`src/rtl/tlp_xcvr_pkg.sv`:
```
// Shared transceiver types for the CPU->FPGA (C2F) chunk ring.
// The ring is 2^C2F_SIZE_NBITS bytes split into C2F_CHUNKSIZE-byte chunks
// of 64-bit words. It also holds the chunk writer's state type and its
// ring-full helper.
package tlp_xcvr_pkg;

    localparam int C2F_SIZE_NBITS  = 9;                      // 512-byte ring
    localparam int C2F_CHUNKSIZE   = 64;                     // bytes per chunk
    localparam int C2F_CHUNK_NBITS = $clog2(C2F_CHUNKSIZE);

    typedef logic [63:0] uint64;
    typedef logic [7:0]  ByteMask64;

    // Slot number within the ring, and 64-bit word offset within a slot.
    typedef logic [C2F_SIZE_NBITS-C2F_CHUNK_NBITS-1:0] C2FChunkIndex;
    typedef logic [C2F_CHUNK_NBITS-4:0]                C2FChunkOffset;

    localparam C2FChunkOffset C2F_LAST_OFFSET = C2FChunkOffset'(C2F_CHUNKSIZE / 8 - 1);

    typedef enum logic [1:0] {
        S_FILL,
        S_DRAIN,
        S_COMMIT
    } C2FWriterState;

    // One slot is always left empty, so a full ring is wr+1 == rd (mod slots).
    function automatic logic c2fRingFull(C2FChunkIndex wr, C2FChunkIndex rd);
        return C2FChunkIndex'(wr + 1'b1) == rd;
    endfunction

endpackage

```
`src/rtl/c2f_chunk_writer.sv`:
```
// C2F chunk writer: turns a valid/ready word stream into byte-masked RAM
// writes at {wrIndex, wrOffset}. It publishes wrIndex as the commit pointer
// only after the chunk's final write has had COMMIT_DELAY cycles to land.
//
// Handshake: a word is transferred on a rising sysClk edge where
// inValid && inReady. inReady is registered. It is high only in S_FILL and
// never depends combinationally on inValid. The source must hold its word
// stable until that transfer edge.
module c2f_chunk_writer
    import tlp_xcvr_pkg::*;
#(
    parameter int COMMIT_DELAY = 1  // 1..15
) (
    input  logic          sysClk,
    input  logic          sysRst,
    input  uint64         inData,
    input  ByteMask64     inMask,
    input  logic          inLast,
    input  logic          inValid,
    output logic          inReady,
    output logic          wrEnable,
    output ByteMask64     wrByteMask,
    output C2FChunkIndex  wrIndex,
    output C2FChunkOffset wrOffset,
    output uint64         wrData,
    input  C2FChunkIndex  rdIndex,
    output logic [31:0]   commitCount
);

    localparam logic [3:0] DRAIN_LAST = 4'(COMMIT_DELAY);

    C2FWriterState state;
    C2FWriterState state_next;
    C2FChunkOffset fill_offset;   // offset the next accepted word goes to
    logic [3:0]    drain_count;   // cycles spent in S_DRAIN so far
    logic          accept;
    logic          chunk_end;
    logic          do_commit;

    // Next-state and per-cycle strobes; defaults first, then per-state overrides.
    always_comb begin
        state_next = state;
        accept     = 1'b0;
        chunk_end  = 1'b0;
        do_commit  = 1'b0;
        case (state)
            S_FILL: begin
                accept    = inValid && inReady;
                // The last word slot closes the chunk whether or not inLast is set.
                chunk_end = accept && (inLast || (fill_offset == C2F_LAST_OFFSET));
                if (chunk_end) state_next = S_DRAIN;
            end
            S_DRAIN: begin
                if (drain_count == DRAIN_LAST) state_next = S_COMMIT;
            end
            S_COMMIT: begin
                // rdIndex is re-checked every cycle; there is no timeout.
                if (!c2fRingFull(wrIndex, rdIndex)) begin
                    do_commit  = 1'b1;
                    state_next = S_FILL;
                end
            end
            default: state_next = S_FILL;
        endcase
    end

    // State, RAM write port, offset/index pointers and commit counter.
    // Reset discards any partial chunk; RAM contents are not touched.
    always_ff @(posedge sysClk or posedge sysRst) begin
        if (sysRst) begin
            state       <= S_FILL;
            inReady     <= 1'b0;
            wrEnable    <= 1'b0;
            wrByteMask  <= '0;
            wrIndex     <= '0;
            wrOffset    <= '0;
            wrData      <= '0;
            commitCount <= '0;
            fill_offset <= '0;
            drain_count <= '0;
        end else begin
            state    <= state_next;
            inReady  <= (state_next == S_FILL);
            wrEnable <= accept;
            if (accept) begin
                wrData      <= inData;
                wrByteMask  <= inMask;
                wrOffset    <= fill_offset;
                fill_offset <= fill_offset + 1'b1;
            end
            // The closing write is on the RAM port during the first S_DRAIN cycle.
            if (chunk_end) begin
                drain_count <= 4'd1;
            end else if (state == S_DRAIN) begin
                drain_count <= drain_count + 4'd1;
            end
            if (do_commit) begin
                wrIndex     <= wrIndex + 1'b1;
                fill_offset <= '0;
                commitCount <= commitCount + 32'd1;
            end
        end
    end

endmodule

```
`config.mk`:
```
export PLATFORM = sky130hd
export DESIGN_NAME = c2f_chunk_writer
export DESIGN_NICKNAME = d
export VERILOG_FILES = /design/src/rtl/tlp_xcvr_pkg.sv /design/src/rtl/c2f_chunk_writer.sv
export SDC_FILE = /design/constraint.sdc
export NUM_CORES = 1
export LEC_CHECK = 0
export BUFFER_PORTS_ARGS = -buffer_cell sky130_fd_sc_hd__buf_2
export CORE_MARGIN = 4
export CORE_UTILIZATION = 25
export CTS_BUF_LIST = sky130_fd_sc_hd__clkbuf_4 sky130_fd_sc_hd__clkbuf_8 sky130_fd_sc_hd__clkbuf_16
export DETAILED_ROUTE_END_ITERATION = 7
export PLACE_DENSITY = 0.54
export SETUP_SLACK_MARGIN = 0.02
export SLEW_MARGIN = 20
export SYNTH_ARGS = -nofsm -noshare
export SYNTH_HDL_FRONTEND = slang
export SYNTH_SLANG_ARGS = --single-unit
export TNS_END_PERCENT = 50
```
`constraint.sdc`:
```
create_clock -name sysClk -period 4.5 [get_ports sysClk]
set_clock_uncertainty 0.1 [all_clocks]
set_input_delay 1.35 -clock sysClk [delete_from_list [all_inputs] [get_ports sysClk]]
set_output_delay 1.35 -clock sysClk [all_outputs]
set_load 0.01 [all_outputs]
```
==> impl_table.tex <==
\begin{tabular}{lr}
\hline
Metric & Value \\
\hline
\multicolumn{2}{l}{\textbf{STA}} \\
\quad Shortest clock period the worst path allows after layout & 2.86 ns \\
\quad Number of max-slew violations in the final report & 0 \\
\quad Setup repair after global routing missed its margin & no \\
\quad Slew at the pin closest to its max-slew limit & about 0.74 ns \\
\quad Worst hold slack & between 0.3 and 0.4 ns \\
\quad Worst slew margin relative to its limit & 50.8\% \\
\quad Number of failing hold endpoints at the final stage & 0 \\
\quad Part of the cycle the worst path needs & between 60\% and 70\% \\
\quad Total Neg Setup Slack & 0 ns \\
\quad Max Freq & 350 MHz \\
\quad Final worst-path setup slack & $\sim$1.6 ns \\
\quad Setup violators final & 0 \\
\multicolumn{2}{l}{\textbf{Worst setup path}} \\
\quad Worst R2R Start & wrIndex[0] \\
\quad Worst reg2reg path endpoint & commitCount[30] \\
\quad Master of the slowest instance on the critical path & or4\_1 \\
\quad Maximum cell stage delay along the critical path & 0.72 ns \\
\quad Minimum setup slack among reg-to-reg paths & roughly 1.9 ns \\
\quad Number of cells traversed by the worst register-to-register path & 6 \\
\quad Worst path arrival time & 3.05 ns \\
\quad Endpoint type of the worst setup path & flip-flop \\
\quad Startpoint Class & primary input \\
\quad Maximum fanout count along the critical path & 7 \\
\quad Dominant delay contributor by cell family on the critical path & simple AND/OR/NAND/NOR gates \\
\quad Worst path buffer plus inverter count & 1 \\
\quad Critical Setup Path Class & in -> reg \\
\quad Req. time, crit path & 4.69 ns \\
\quad Cells along the critical path & buf\_2 > xnor2\_1 > o311ai\_4 > or4\_1 > nand2b\_4 > xnor2\_2 \\
\multicolumn{2}{l}{\textbf{Detailed routing}} \\
\quad Wire length per cell & 14.3 um \\
\quad Routed via count divided by cell count & 4.15 \\
\quad Via count & 3395 \\
\quad Number of detailed-route iterations in the first pass & 4 \\
\quad Routed Wire Length & 11700 um \\
\quad Number of antenna-violating nets in the routed design & 0 \\
\quad Drt first-iter violations & 72 \\
\quad Post-route DRC & 0 \\
\multicolumn{2}{l}{\textbf{Global routing}} \\
\quad Remaining global-route overflow & 0 \\
\quad Global-route wire length before repair & $\sim$19000 um \\
\quad Pin count of the biggest net entering global routing & a little over 60 \\
\quad Number of antenna violations at the first check in global routing & 1 \\
\quad Via count of the first global-routing pass & 3618 \\
\quad Total routing resource utilization after global routing & 10.8\% \\
\multicolumn{2}{l}{\textbf{Synthesis}} \\
\quad Fraction of the yosys area taken by sequential cells & between 60\% and 70\% \\
\quad Number of cells produced by synthesis & between 300 and 400 \\
\quad YS warnings & 0 \\
\quad Flops \& latches, synth & $\sim$120 \\
\quad Top\_reg\_cell synth & dfrtp\_1 \\
\quad Synth area leader & dfrtp\_1 \\
\quad Average size of a mapped cell & 14.3 um\^{}2 \\
\quad Fraction of post-synthesis cell area in the top cell type by area & 61.7\% \\
\quad Combined area of all synthesized cells & 4910 um\^{}2 \\
\quad Number of synthesized flops with an enable pin & 0 \\
\quad Post-synth net total & 428 \\
\quad Cell variety after synth & 35 \\
\quad Share of flip-flops with an asynchronous set or reset after synthesis & between 90\% and 100\% \\
\quad Ranking of synthesized cells by area & dfrtp\_1, mux2\_2, xnor2\_1 \\
\multicolumn{2}{l}{\textbf{Cells and area}} \\
\quad Total inserted antenna cells & 0 \\
\quad Net total in the final layout & 631 \\
\quad Synthesis-to-layout area growth & 38.5\% \\
\quad Ratio of cells with drive above 1 in the final layout & a little under three fifths \\
\multicolumn{2}{l}{\textbf{Clock tree}} \\
\quad Clk sink count & 121 \\
\quad Inserted Clock Buffers & 17 \\
\quad Number of buffers inserted for hold repair after clock tree synthesis & 0 \\
\quad Post-cts repair resize count & 0 \\
\quad Clock H-tree levels & 4 \\
\quad Maximum clock path buffer count & 2 \\
\quad Clock tree root buffer cell & clkbuf\_16 \\
\quad CTS clk-pin slew, worst paths & about 0.060 ns \\
\quad Number of buffers added for setup after CTS & 0 \\
\quad CTS tree & built \\
\quad Clock network latency to the later pin of the worst-skew pair & 0.40 ns \\
\multicolumn{2}{l}{\textbf{Placed design}} \\
\quad Port Buffer Count & 190 \\
\quad Pre-CTS worst setup slack & 1.21 ns \\
\quad HPWL after detailed placement & 8640 um \\
\quad Gpl congestion & 0.741 \\
\multicolumn{2}{l}{\textbf{Floorplan}} \\
\quad Core Area & between 15000 and 20000 um\^{}2 \\
\quad Die height & 148 um \\
\quad DIE WIDTH & 148 um \\
\quad Ports placed on the boundary & $\sim$190 \\
\quad FP Rows & 50 \\
\quad Die Outline Area & 21900 um\^{}2 \\
\quad Starting utilization of the core area & 25.8\% \\
\multicolumn{2}{l}{\textbf{Outcome}} \\
\quad Run status & complete, no violations \\
\multicolumn{2}{l}{\textbf{Power and ir drop}} \\
\quad Power density over the cells & slightly below 700 nW/um\^{}2 \\
\quad Static Leakage & 3.31 nW \\
\quad Largest voltage drop on the vdd net & 255 uV \\
\multicolumn{2}{l}{\textbf{Min path}} \\
\quad WHS Endpoint & commitCount[31] \\
\quad Hold\_sp & commitCount[31] \\
\quad Number of stages on the worst hold path & 1 \\
\quad Hold/Removal Path Class & reg -> reg \\
\multicolumn{2}{l}{\textbf{Run}} \\
\quad Max-capacitance violation count & 0 \\
\hline
\end{tabular}
## worst max-delay path by stage
stage,from,end,cells past startpoint
finish,rdIndex[0],commitCount[30],6
global placement,rdIndex[0],commitCount[30],6
global route,rdIndex[0],commitCount[10],6
CTS,rdIndex[0],commitCount[30],6
detailed placement,rdIndex[0],commitCount[30],6
floorplan,rdIndex[0],commitCount[30],6
## through the flow
stage               total power, W  instances  area (um^2)  utilization (%)
global placement           0.00322        787         6190             32.5
detailed placement         0.00328        787         6190             32.5
global route               0.00492        819         6800             35.7
floorplan                  0.00265        343         4910                -
finish                     0.00461        819         6800             35.7
CTS                        0.00471        819         6800             35.7
## cell usage after synthesis (3+ instances only)
| library cell | instances |
|---|---|
| clkbuf_1 | 8 |
| nor2b_1 | 3 |
| inv_1 | 5 |
| nor3_1 | 3 |
| xnor2_1 | 22 |
| ha_1 | 6 |
| mux2_2 | 77 |
| nor2_1 | 15 |
| xor2_1 | 15 |
| dfrtp_1 | 121 |
| and4_1 | 6 |
| nand4_1 | 9 |
| o21ai_0 | 4 |
| nand3_1 | 7 |
| nand2_1 | 20 |
## per-layer routing
layer / part of all wire [%] / vias up / global-route usage (%)
li1: - / 1602 / -
met5: 0.17 / - / 0
met1: 41 / 1651 / 12.6
met4: 2.0 / 2 / 4.67
met2: 49 / 124 / 17.9
met3: 7.4 / 16 / 4.20
## kinds of logic (layout without fill, tap and decap cells)
| group | count (synthesis) | after routing | synth area share (%) |
|---|---|---|---|
| compound gates | 6 | 6 | 1.17 |
| xor+xnor | 39 | 39 | 7.45 |
| fa+ha+maj | 6 | 6 | 1.53 |
| buf+inv | 15 | 231 | 1.33 |
| flops | 121 | 121 | 61.7 |
| mux | 79 | 79 | 18.1 |
| simple gates | 77 | 77 | 8.72 |
## report_power, final
group	switching, W	internal (W)
Clock	0.000491	0.000903
Sequential	0.000224	0.00151
Combinational	0.000716	0.000765
## state kept, by name, indices dropped and copies added, names as in the netlist
register     flops
wrIndex          3
wrByteMask       8
wrEnable         1
drain_count      4
state            2
wrData          64
wrOffset         3
inReady          1
commitCount     32
fill_offset      3
## worst register-to-register path, cell delays in order, from the launching register on
cell and delay [ns]:
dfrtp_1 0.43, ha_1 0.35, xor2_1 0.33, o311ai_4 0.20, or4_1 0.72, nand2b_4 0.22
xnor2_2 0.12
## final cells by class
| class | count | area (um^2) |
|---|---|---|
| fillers | 1939 | 12200 |
| clock buffers | 20 | 460 |
| flip-flops and latches | 121 | 3030 |
| well taps | 260 | 325 |
| clock inverters | 12 | 149 |
| repair buffers | 194 | 993 |
| inverters | 5 | 22.5 |
| multi-input cells | 207 | 1820 |
## layout by cell type (no fill, tap or decap), types with 2 or more instances in the layout
cell type / netlist / routed
xor2_1: 15 / 15
inv_1: 5 / 4
clkinvlp_4: 0 / 2
and4_1: 6 / 6
bufinv_16: 0 / 3
and2_1: 2 / 2
buf_2: 1 / 190
nand3_1: 7 / 7
buf_4: 0 / 3
nand2_1: 20 / 20
nor2b_1: 3 / 3
nor2_1: 15 / 15
clkinv_4: 0 / 3
o21ai_0: 4 / 4
clkbuf_8: 0 / 2
clkinv_2: 0 / 5
nor3_1: 3 / 2
clkbuf_16: 0 / 17
dfrtp_1: 121 / 121
nand4_1: 9 / 9
ha_1: 6 / 6
mux2i_1: 2 / 2
xnor2_1: 22 / 22
mux2_2: 77 / 77
Power figures use the tool's default switching activity.
